--- src/rtl/gpout_router.sv ---
// -----------------------------------------------------------------------------
// gpout_router
//   Routes any of NUM_SRC internal probe signals to any of NUM_CH registered
//   general-purpose outputs. The per-channel select table is loaded over a
//   3-wire serial config port (sclk/mosi/csb). A write is accepted only when
//   the reset-lock pair disagrees and the LA inputs are valid.
//
//   Frame (MSB first): {ch[CH_W-1:0], sel[SEL_W-1:0]}
//   With GPOUT_ROUTER_INVERT_EN defined, the frame becomes
//   {inv, ch, sel} and each output is XORed with its channel's invert flag.
//
// Ports
//   i_clk         design clock
//   i_reset_n     asynchronous active-low reset
//   i_src         source signals (i_clk domain)
//   i_cfg_sclk    config serial clock (async, oversampled)
//   i_cfg_mosi    config serial data  (async)
//   i_cfg_csb     config chip select, active low (async)
//   i_lock_a/b    reset-lock pair; writes need lock_a != lock_b
//   i_la_invalid  high blocks writes
//   o_gpout       routed outputs, registered
//   o_sel         select table, channel c at [c*SEL_W +: SEL_W]
//   o_cfg_done    1-cycle pulse, frame committed
//   o_cfg_err     1-cycle pulse, frame rejected
// -----------------------------------------------------------------------------
module gpout_router #(
   parameter int unsigned NUM_CH      = 6,
   parameter int unsigned SEL_W       = 6,
   parameter int unsigned NUM_SRC     = 64,
   parameter int unsigned CH_W        = 3,
   parameter int unsigned SYNC_STAGES = 2
) (
   input  logic                      i_clk,
   input  logic                      i_reset_n,
   input  logic [NUM_SRC-1:0]        i_src,
   input  logic                      i_cfg_sclk,
   input  logic                      i_cfg_mosi,
   input  logic                      i_cfg_csb,
   input  logic                      i_lock_a,
   input  logic                      i_lock_b,
   input  logic                      i_la_invalid,
   output logic [NUM_CH-1:0]         o_gpout,
   output logic [NUM_CH*SEL_W-1:0]   o_sel,
   output logic                      o_cfg_done,
   output logic                      o_cfg_err
);

`ifdef GPOUT_ROUTER_INVERT_EN
   localparam int unsigned FRAME_W = CH_W + SEL_W + 1;
`else
   localparam int unsigned FRAME_W = CH_W + SEL_W;
`endif
   localparam int unsigned CNT_W   = $clog2(FRAME_W + 2);
   localparam int unsigned SRC_PAD = 2 ** SEL_W;
   localparam logic [CNT_W-1:0] CNT_MAX   = CNT_W'(FRAME_W + 1);
   localparam logic [CNT_W-1:0] CNT_FRAME = CNT_W'(FRAME_W);

   // Synchroniser bit positions: 0 sclk, 1 mosi, 2 csb, 3 lock_a, 4 lock_b.
   // csb idles high so the FSM does not see a spurious frame start.
   localparam logic [4:0] SYNC_RST = 5'b0_0100;

   typedef enum logic [1:0] {
      ST_IDLE,
      ST_SHIFT,
      ST_COMMIT
   } state_e;

   logic [4:0]          sync_q [SYNC_STAGES];
   logic [4:0]          sync_d [SYNC_STAGES];
   logic                sclk_prev_q, sclk_prev_d;
   state_e              state_q, state_d;
   logic [CNT_W-1:0]    cnt_q, cnt_d;
   logic [FRAME_W-1:0]  shreg_q, shreg_d;
   logic [SEL_W-1:0]    sel_q [NUM_CH];
   logic [SEL_W-1:0]    sel_d [NUM_CH];
   logic [NUM_CH-1:0]   inv_q, inv_d;
   logic [NUM_CH-1:0]   gpout_q, gpout_d;
   logic                done_q, done_d;
   logic                err_q, err_d;

   logic                sclk_s, mosi_s, csb_s, lock_a_s, lock_b_s;
   logic                sclk_rise;
   logic [CH_W-1:0]     frame_ch;
   logic [SEL_W-1:0]    frame_sel;
   logic                frame_inv;
   logic                frame_ok;
   logic [SRC_PAD-1:0]  src_pad;

   // ---------------------------------------------------------------- sync
   always_comb begin
      sync_d[0] = {i_lock_b, i_lock_a, i_cfg_csb, i_cfg_mosi, i_cfg_sclk};
      for (int unsigned s = 1; s < SYNC_STAGES; s++) begin
         sync_d[s] = sync_q[s-1];
      end
   end

   assign sclk_s   = sync_q[SYNC_STAGES-1][0];
   assign mosi_s   = sync_q[SYNC_STAGES-1][1];
   assign csb_s    = sync_q[SYNC_STAGES-1][2];
   assign lock_a_s = sync_q[SYNC_STAGES-1][3];
   assign lock_b_s = sync_q[SYNC_STAGES-1][4];

   assign sclk_prev_d = sclk_s;
   assign sclk_rise   = sclk_s & ~sclk_prev_q;

   // --------------------------------------------------------- frame decode
   assign frame_sel = shreg_q[SEL_W-1:0];
   assign frame_ch  = shreg_q[SEL_W +: CH_W];
`ifdef GPOUT_ROUTER_INVERT_EN
   assign frame_inv = shreg_q[FRAME_W-1];
`else
   assign frame_inv = 1'b0;
`endif

   // ----------------------------------------------------------------- FSM
   always_comb begin
      state_d  = state_q;
      cnt_d    = cnt_q;
      shreg_d  = shreg_q;
      sel_d    = sel_q;
      inv_d    = inv_q;
      done_d   = 1'b0;
      err_d    = 1'b0;
      frame_ok = 1'b0;

      case (state_q)
         ST_IDLE: begin
            if (!csb_s) begin
               state_d = ST_SHIFT;
               cnt_d   = '0;
               shreg_d = '0;
            end
         end

         ST_SHIFT: begin
            // csb release wins over a coincident sclk rise
            if (csb_s) begin
               state_d = ST_COMMIT;
            end else if (sclk_rise) begin
               shreg_d = {shreg_q[FRAME_W-2:0], mosi_s};
               if (cnt_q != CNT_MAX) begin
                  cnt_d = cnt_q + CNT_W'(1);
               end
            end
         end

         ST_COMMIT: begin
            frame_ok = (cnt_q == CNT_FRAME)
                    && ({1'b0, frame_ch} < (CH_W+1)'(NUM_CH))
                    && (lock_a_s != lock_b_s)
                    && !i_la_invalid;
            done_d   = frame_ok;
            err_d    = !frame_ok;
            for (int unsigned c = 0; c < NUM_CH; c++) begin
               if (frame_ok && (frame_ch == CH_W'(c))) begin
                  sel_d[c] = frame_sel;
                  inv_d[c] = frame_inv;
               end
            end
            state_d = ST_IDLE;
         end

         default: state_d = ST_IDLE;
      endcase
   end

   // ------------------------------------------------------------ datapath
   // Zero-padding the source vector to 2**SEL_W makes out-of-range selects
   // read 0 without a separate range compare.
   always_comb begin
      src_pad                = '0;
      src_pad[NUM_SRC-1:0]   = i_src;
      gpout_d                = '0;
      for (int unsigned c = 0; c < NUM_CH; c++) begin
         gpout_d[c] = src_pad[sel_q[c]] ^ inv_q[c];
      end
   end

   // ------------------------------------------------------------ registers
   always_ff @(posedge i_clk or negedge i_reset_n) begin
      if (!i_reset_n) begin
         for (int unsigned s = 0; s < SYNC_STAGES; s++) begin
            sync_q[s] <= SYNC_RST;
         end
         sclk_prev_q <= 1'b0;
         state_q     <= ST_IDLE;
         cnt_q       <= '0;
         shreg_q     <= '0;
         for (int unsigned c = 0; c < NUM_CH; c++) begin
            sel_q[c] <= SEL_W'(c % NUM_SRC);
         end
         inv_q       <= '0;
         gpout_q     <= '0;
         done_q      <= 1'b0;
         err_q       <= 1'b0;
      end else begin
         sync_q      <= sync_d;
         sclk_prev_q <= sclk_prev_d;
         state_q     <= state_d;
         cnt_q       <= cnt_d;
         shreg_q     <= shreg_d;
         sel_q       <= sel_d;
         inv_q       <= inv_d;
         gpout_q     <= gpout_d;
         done_q      <= done_d;
         err_q       <= err_d;
      end
   end

   // -------------------------------------------------------------- outputs
   always_comb begin
      o_sel = '0;
      for (int unsigned c = 0; c < NUM_CH; c++) begin
         o_sel[c*SEL_W +: SEL_W] = sel_q[c];
      end
   end

   assign o_gpout    = gpout_q;
   assign o_cfg_done = done_q;
   assign o_cfg_err  = err_q;

endmodule

--- config.mk ---
export PLATFORM = sky130hd
export DESIGN_NAME = gpout_router
export DESIGN_NICKNAME = d
export VERILOG_FILES = /design/src/rtl/gpout_router.sv
export SDC_FILE = /design/constraint.sdc
export NUM_CORES = 1
export LEC_CHECK = 0
export ABC_AREA = 1
export ABC_CLOCK_PERIOD_IN_PS = 1700
export BUFFER_PORTS_ARGS = -buffer_cell sky130_fd_sc_hd__buf_2
export CORE_ASPECT_RATIO = 2
export CORE_UTILIZATION = 40
export CTS_CLUSTER_DIAMETER = 100
export CTS_CLUSTER_SIZE = 10
export DETAILED_ROUTE_END_ITERATION = 8
export PLACE_DENSITY = 0.69
export SYNTH_ARGS = -nofsm -noshare
export SYNTH_HDL_FRONTEND = slang
export SYNTH_SLANG_ARGS = --single-unit
export TNS_END_PERCENT = 5
--- constraint.sdc ---
create_clock -name i_clk -period 1.7 [get_ports i_clk]
set_clock_uncertainty 0.1 [all_clocks]
set_input_delay 0.255 -clock i_clk [delete_from_list [all_inputs] [get_ports i_clk]]
set_output_delay 0.255 -clock i_clk [all_outputs]
set_load 0.01 [all_outputs]
==> metrics.md, run 1 <==
| Metric | Value |
|---|---|
| Setup crit end | o_sel[23] |
| Clock tree buffer depth | 2 |
| Post-Route WL | 28500 µm |
| GR Util All Layers | 35.0% |
| EDFF count, synth | 0 |
| DRC Markers | 0 |
| Yosys top cell area share | 30.8% |
| First-pass GRT wire length | 43800 µm |
| Synth Warn # | 0 |
| Placed Area | 0.00742 mm² |
| Synth Register Bits | 70 |
| Fin crit period | 1.66 ns |
| Sequential power share | 36.9% |
| Outcome | complete, no violations |
| RSZ-0062 raised after global routing | true |
| Die area | 0.0167 mm² |
| Gpl congestion | 1.03 |
| Placed cells | 1428 |
| Initial Util | 40.9% |
| Gr ovfl total | 0 |
| Fraction of layout cells with a size suffix above 1 | 16.8% |
| Max VDD drop | 0.657 mV |
| PortBufs | 115 |
| CTS Buf Count | 9 |
| Arr. time, crit path | 1.78 ns |
| Detailed Routing Iterations Pass 1 | 6 |
| Area leader, netlist | nand2_1 |
| Pint | 3.43 mW |
| CP Launch Type | register |
| Number of cell rows | 65 |
| CP max FO | 12 |
| Max stage delay on crit path | 0.38 ns |
| Ranking of synthesized cells by area | nand2_1, nand3_1, dfrtp_1 |
| FF-to-FF path depth | 10 |
| CTS H-tree lvls | 3 |
| Switching Power | 1.33 mW |
| Final instance area | 0.00790 mm² |
| Sequential fraction of the synthesis area | 27.3% |
| Post-Layout Cell Count | 1451 |
| Slowest cell on the critical path | dfrtp_1 |
| Slack of the worst reg-to-reg path | 0.04 ns |
| Detail Placement HPWL | 20500 µm |
| Unique masters post-synth | 23 |
| Crit end category | register |
| CTS tree | yes |
| Asr flop ratio synth | 100% |
| Vias in the first global route | 7697 |
| Top-count cell post-synth | nand2_1 |
| Clk slew on worst S/H paths | 0.06 ns |
| WS Path Type | reg2reg |
| Final Max Tran Viols | 0 |
| Final hold vios | 0 |
| Max Fclk | 0.601 GHz |
| Clock power frac | 46.0% |
| Antenna Cells | 0 |
| Final setup fails | 0 |
| Max cap viols | 0 |
| Filler cells | 1673 |
| Gate power share | 17.0% |
| CP Cell Sequence | inv_2, ha_1, o21ai_1, nor2_1, nand2_2, nor2_4, nand4_1, buf_6, nand2_1, o21ai_2 |
| CP Launch Point | cnt_q[1] |
| Syn Inst Count | 1140 |
| Most used DFF post-synth | dfrtp_1 |
| Layout overhead on the synthesized area | 22.5% |
| Pin count of the biggest net entering global routing | 57 |
| Period utilization | 97.9% |
| Worst Tran Pin Value | 0.572 ns |
| Post-Syn Area per Cell | 5.66 µm² |
| FF-to-FF End | o_sel[23] |
| Reg-to-Reg Start | cnt_q[1] |
| Static leakage | 3.93 nW |
| Routed via count | 8284 |
| Power Total | 4.76 mW |
| Relative slew margins | 61.8% |
| Root Buffer | clkbuf_16 |
| Die X | 91.8 µm |
| Post-DR vias/cell | 5.71 |
| Switching Fraction | 27.9% |
| Data required, critical path | 1.81 ns |
| Routed wire per std cell | 19.7 µm |
| Antenna violations before repair | 0 |
| Clk sinks | 70 |
| Mapped Nets | 1215 |
| Iter 0 DRT Violations | 867 |
| DRT antenna net count | 0 |
| Min-Delay Path Class | in2reg |
| NumNets Final | 1320 |
| Chip height | 182 µm |
| Top post-synthesis cells by count | nand2_1, nand3_1, dfrtp_1, inv_1, buf_2 |
| Core Box Area | 0.0158 mm² |
| Later-pin clock latency in the skew report | 0.34 ns |
| Layout Utilization | 50.1% |
| Ports | 116 |
| Power Density | 602 mW/mm² |
| Mapped Area | 0.00645 mm² |
## area by class of cell
class	count	area, µm²	area share [%]
Clock buffer	11	233	2.94
Clock inverter	5	108	1.36
Inverter	57	218	2.75
Multi-Input combinational cell	939	4140	52.4
Sequential cell	70	1760	22.3
Tap cell	201	251	3.18
Timing Repair Buffer	168	1190	15.1
## layer usage
layer | vias to the layer above | share of wire (%) | routed length [µm] | GRT usage (%)
met5 | - | 0 | 0 | 0
met4 | 0 | 10 | 2930 | 31.0
met3 | 162 | 7.5 | 2150 | 4.56
met2 | 472 | 48 | 13800 | 58.5
met1 | 3724 | 34 | 9660 | 38.4
li1 | 3926 | - | - | -
## repair_timing
action / CTS / global route
resized for setup: 0 / 21
setup endpoints to repair: 0 / 42
buffers inserted: 0 / 1
endpoints found under the hold margin: 19 / 0
hold buffers: 6 / 0
## how the worst min path moves through the flow
| stage | startpoint | to | slack (ns) | cells past startpoint |
|---|---|---|---|---|
| CTS | i_la_invalid | o_cfg_done | 0.14 | 4 |
| global route | i_la_invalid | o_cfg_done | 0.13 | 4 |
| floorplan | i_reset_n | cnt_q[0] | -0.14 | 0 |
| finish | i_la_invalid | o_cfg_done | 0.12 | 4 |
| global placement | i_reset_n | o_gpout[3] | 0.04 | 1 |
| detailed placement | i_reset_n | o_gpout[3] | 0.04 | 1 |
## registers in the layout (all words and copies together), names as in the netlist, 2 cells and up
name / count
o_gpout: 6
shreg_q: 9
sync_d: 5
cnt_q: 4
state_q: 2
o_sel: 36
## critical path, delay by kind of cell, from the launching register on
family                   cells  cell delay [ns]
AO/OA/AOI/OAI                2             0.11
AND/OR/NAND/NOR              5             0.57
adder cells (fa/ha/maj)      1             0.13
flip-flops                   1             0.38
buffers and inverters        2             0.23
## stage by stage
| step | hold slack, ns | setup WS (ns) | setup TNS, ns |
|---|---|---|---|
| final | 0.122 | 0.0359 | 0 |
| after global routing | 0.135 | -0.0513 | -0.579 |
| after CTS | 0.137 | 0.0435 | 0 |
| after detailed placement | 0.0386 | 0.0430 | 0 |
| after global placement | 0.0351 | 0.0672 | 0 |
| after floorplan | -0.141 | 0.0425 | 0 |
## kinds of logic (layout without fill, tap and decap cells)
group / after synthesis / count (layout) / synth area share, %
AO/OA/AOI/OAI: 52 / 52 / 4.68
XOR/XNOR: 2 / 2 / 0.272
adder cells (fa/ha/maj): 3 / 3 / 0.582
buffers and inverters: 131 / 241 / 8.98
flip-flops: 70 / 70 / 27.3
AND/OR/NAND/NOR: 882 / 882 / 58.2
## cell usage in the layout (no fill, tap or decap), types with 11 or more instances in the layout
cell type    n
nand2_1    521
nand3_1    338
buf_2      114
dfrtp_1     61
inv_1       54
buf_4       28
o21ai_1     21
o21ai_0     16
buf_12      14
o21ai_2     11
## power groups by stage
stage	clock network [mW]	logic [mW]	registers (mW)
6_report	2.19	0.811	1.76
5_1_grt	2.29	0.874	1.76
4_1_cts	2.22	0.780	1.75
3_5_place_dp	0	0.767	1.78
3_3_place_gp	0	0.756	1.78
2_1_floorplan	0	0.332	1.79
Power figures use the tool's default switching activity.
==> run 2, diff against run 1 <==
Settings changed: ABC_AREA 1 to not set, PLACE_DENSITY 0.69 to 0.7, REMOVE_ABC_BUFFERS set to 1, SKIP_LAST_GASP set to 1.
==> run 2 against run 1 <==
Fmax decreased by 24%. Clock power decreased by 7%. Design area increased by 1.0%. The flow now finishes with violations (setup timing). Global-route usage decreased by 4.0 points. Area after synthesis decreased by 8.0%. Wire length decreased by 23%. Largest cell class unchanged. Sequential power about the same. Via count decreased by 35%. Sequential share of layout area decreased by 0.19 points. Worst setup slack got worse by 0.53 ns. Final cell count decreased by 41%.
==> metrics.md, run 2 <==
| Metric | Value |
|---|---|
| EDFF count, synth | 0 (unchanged) |
| Final Max Tran Viols | 0 (unchanged) |
| Syn Inst Count | 444 (was 1140) |
| Yosys top cell area share | 30.0% (was 30.8%) |
| Clock tree buffer depth | 2 (unchanged) |
| Layout Utilization | 55.3% (was 50.1%) |
| Final hold vios | 0 (unchanged) |
| WS Path Type | reg2reg (unchanged) |
| Die area | 0.0154 mm² (was 0.0167 mm²) |
| Worst Tran Pin Value | 0.542 ns (was 0.572 ns) |
| Final setup fails | 46 (was 0) |
| Detailed Routing Iterations Pass 1 | 5 (was 6) |
| Commonest non-fill, non-tap cells in the layout | buf_2, buf_4, mux4_2 (was nand2_1, nand3_1, buf_2) |
| Failing checks | setup timing |
| Hold Crit Depth | 0 (was 4) |
| Post-Syn Area per Cell | 13.4 µm² (was 5.66 µm²) |
| Core Box Area | 0.0144 mm² (was 0.0158 mm²) |
| Asr flop ratio synth | 100% (unchanged) |
| Gpl congestion | 0.975 (was 1.03) |
| Period utilization | 129% (was 97.9%) |
| Unique masters post-synth | 51 (was 23) |
| Final instance area | 0.00798 mm² (was 0.00790 mm²) |
| Max Fclk | 0.457 GHz (was 0.601 GHz) |
| Power Density | 562 mW/mm² (was 602 mW/mm²) |
| Placed cells | 825 (was 1428) |
| HP Start | sync_d[1] (was i_la_invalid) |
| Final worst slack | -0.489 ns (was 0.0359 ns) |
| First-pass GRT wire length | 34400 µm (was 43800 µm) |
| CP Launch Type | register (unchanged) |
| Hold Path End | mosi_s (was o_cfg_done) |
| Sequential fraction of the synthesis area | 29.7% (was 27.3%) |
| Top post-synthesis cells by count | mux4_2, dfrtp_1, mux2_2, nand2_1, mux2i_1 (was nand2_1, nand3_1, dfrtp_1, inv_1, buf_2) |
| Post-Route WL | 22100 µm (was 28500 µm) |
| Ports | 116 (unchanged) |
| Clk slew on worst S/H paths | 0.06 ns (about the same) |
| PortBufs | 115 (unchanged) |
| Post-DR vias/cell | 6.33 (was 5.71) |
| Routed via count | 5392 (was 8284) |
| Max VDD drop | 0.648 mV (was 0.657 mV) |
| DRT antenna net count | 0 (unchanged) |
| Synth Register Bits | 70 (unchanged) |
| Later-pin clock latency in the skew report | 0.33 ns (was 0.34 ns) |
| CP max FO | 5 (was 12) |
| Antenna violations before repair | 0 (unchanged) |
| CTS Buf Count | 9 (unchanged) |
| Setup WS pre-CTS | -0.555 ns (was 0.0430 ns) |
| Area leader, netlist | mux4_2 (was nand2_1) |
| Chip height | 174 µm (was 182 µm) |
| Reg-to-Reg Start | o_sel[6] (was cnt_q[1]) |
| Iter 0 DRT Violations | 291 (was 867) |
| Gr ovfl total | 0 (unchanged) |
| Commonest non-fill, non-tap cell in the layout | buf_2 (was nand2_1) |
| CTS tree | yes (unchanged) |
| Initial Util | 41.1% (was 40.9%) |
| Data required, critical path | 1.81 ns (about the same) |
| Synth Warn # | 0 (unchanged) |
| Crit end category | register (unchanged) |
| Min-Delay Path Class | reg2reg (was in2reg) |
| Max FFs per register | 36 (unchanged) |
| DRC Markers | 0 (unchanged) |
| Relative slew margins | 63.0% (was 61.8%) |
| Filler cells | 1249 (was 1673) |
| NumNets Final | 730 (was 1320) |
| Outcome | finished, violations left (was complete, no violations) |
| Max cap viols | 0 (unchanged) |
| Clk sinks | 70 (unchanged) |
| Root Buffer | clkbuf_16 (unchanged) |
| Vias in the first global route | 5958 (was 7697) |
| FF-to-FF End | o_gpout[1] (was o_sel[23]) |
| Slack of the worst reg-to-reg path | -0.49 ns (was 0.04 ns) |
| Static leakage | 3.31 nW (was 3.93 nW) |
| Fraction of layout cells with a size suffix above 1 | 60.6% (was 16.8%) |
| Die X | 88.1 µm (was 91.8 µm) |
| Pin count of the biggest net entering global routing | 47 (was 57) |
| Placed Area | 0.00752 mm² (was 0.00742 mm²) |
| GR Util All Layers | 31.0% (was 35.0%) |
| WHS | 0.248 ns (was 0.122 ns) |
| FF-to-FF path depth | 7 (was 10) |
| Power Total | 4.49 mW (was 4.76 mW) |
| Multi-input logic area | 0.00391 mm² (was 0.00414 mm²) |
| Fin crit period | 2.19 ns (was 1.66 ns) |
| FF+latch area | 0.00177 mm² (was 0.00176 mm²) |
| Routed wire per std cell | 25.9 µm (was 19.7 µm) |
| Post-Layout Cell Count | 852 (was 1451) |
| Ranking of synthesized cells by area | mux4_2, dfrtp_1, mux2_2 (was nand2_1, nand3_1, dfrtp_1) |
| Setup TNS | -17.25 ns (was 0 ns) |
| RSZ-0062 raised after global routing | true (unchanged) |
| Antenna Cells | 0 (unchanged) |
| Detail Placement HPWL | 17700 µm (was 20500 µm) |
| Most used DFF post-synth | dfrtp_1 (unchanged) |
| Number of cell rows | 62 (was 65) |
| Layout overhead on the synthesized area | 34.5% (was 22.5%) |
| Top-count cell post-synth | mux4_2 (was nand2_1) |
| Mapped Area | 0.00593 mm² (was 0.00645 mm²) |
| CTS H-tree lvls | 3 (unchanged) |
| Arr. time, crit path | 2.30 ns (was 1.78 ns) |
run 2: cell count changes in the layout (fill, tap and decap cells not counted), moves of 8 or more:
cell      delta
nand2_1    -489
nand3_1    -330
mux4_2      +88
buf_4       +77
inv_1       -45
mux2_2      +39
mux2i_1     +28
o21ai_1     -20
nor2b_1     +16
o21ai_2     -11
nand2_2      -9
a22oi_1      +8
nand2b_1     +8
run 2: what timing repair did:
action,in CTS,in global routing
hold buffers,6,0
endpoints found under the hold margin,16,0
pin swaps,4,2
setup buffers,2,2
setup endpoints to repair,46,50
gates resized for setup,14,8
gates cloned,1,0
run 2: worst max path at each step:
stage	startpoint	endpoint	slack (ns)	depth (start not counted)
finish	o_sel[6]	o_gpout[1]	-0.49	7
global route	o_sel[6]	o_gpout[1]	-0.60	6
CTS	o_sel[30]	o_gpout[5]	-0.50	6
detailed placement	o_sel[19]	o_gpout[3]	-0.56	5
global placement	o_sel[19]	o_gpout[3]	-0.50	5
floorplan	o_sel[12]	o_gpout[2]	-0.71	4
run 2: layout make-up:
type	instances	area share, %
multi-input combinational	325	49.0
sequential	70	22.1
timing repair buffer	240	21.3
clock buffer	11	3.04
tap	192	3.01
clock inverter	5	1.05
inverter	9	0.423
run 2: metal layers:
metal  track usage [%]  vias to the layer above  wire length, µm
li1                  -                     2237                -
met3              6.08                      147             1320
met5                 0                        -                0
met2              54.1                      343            11800
met4              25.6                        0             2220
met1              30.4                     2665             6680
run 2: report_power, final:
part	internal, mW	total, mW	switching (mW)
registers	1.71	1.75	0.0363
logic	0.348	0.700	0.353
clock network	1.33	2.04	0.712
total	3.38	4.49	1.10
run 2: kinds of logic (layout without fill, tap and decap cells):
family / count (synthesis) / after routing / synth area share [%]
mux: 162 / 162 / 48.7
simple gates: 102 / 102 / 9.76
flops: 70 / 70 / 29.7
compound gates: 56 / 56 / 6.54
buf+inv: 49 / 265 / 4.41
fa+ha+maj: 3 / 3 / 0.633
xor+xnor: 2 / 2 / 0.295
run 2: critical path: stages, from the launching register on:
cell and delay [ns]:
dfstp_2 0.60, buf_12 0.12, buf_16 0.11, mux4_2 0.50, a22oi_2 0.19, a31oi_1 0.11
a311oi_1 0.22, o31ai_1 0.11
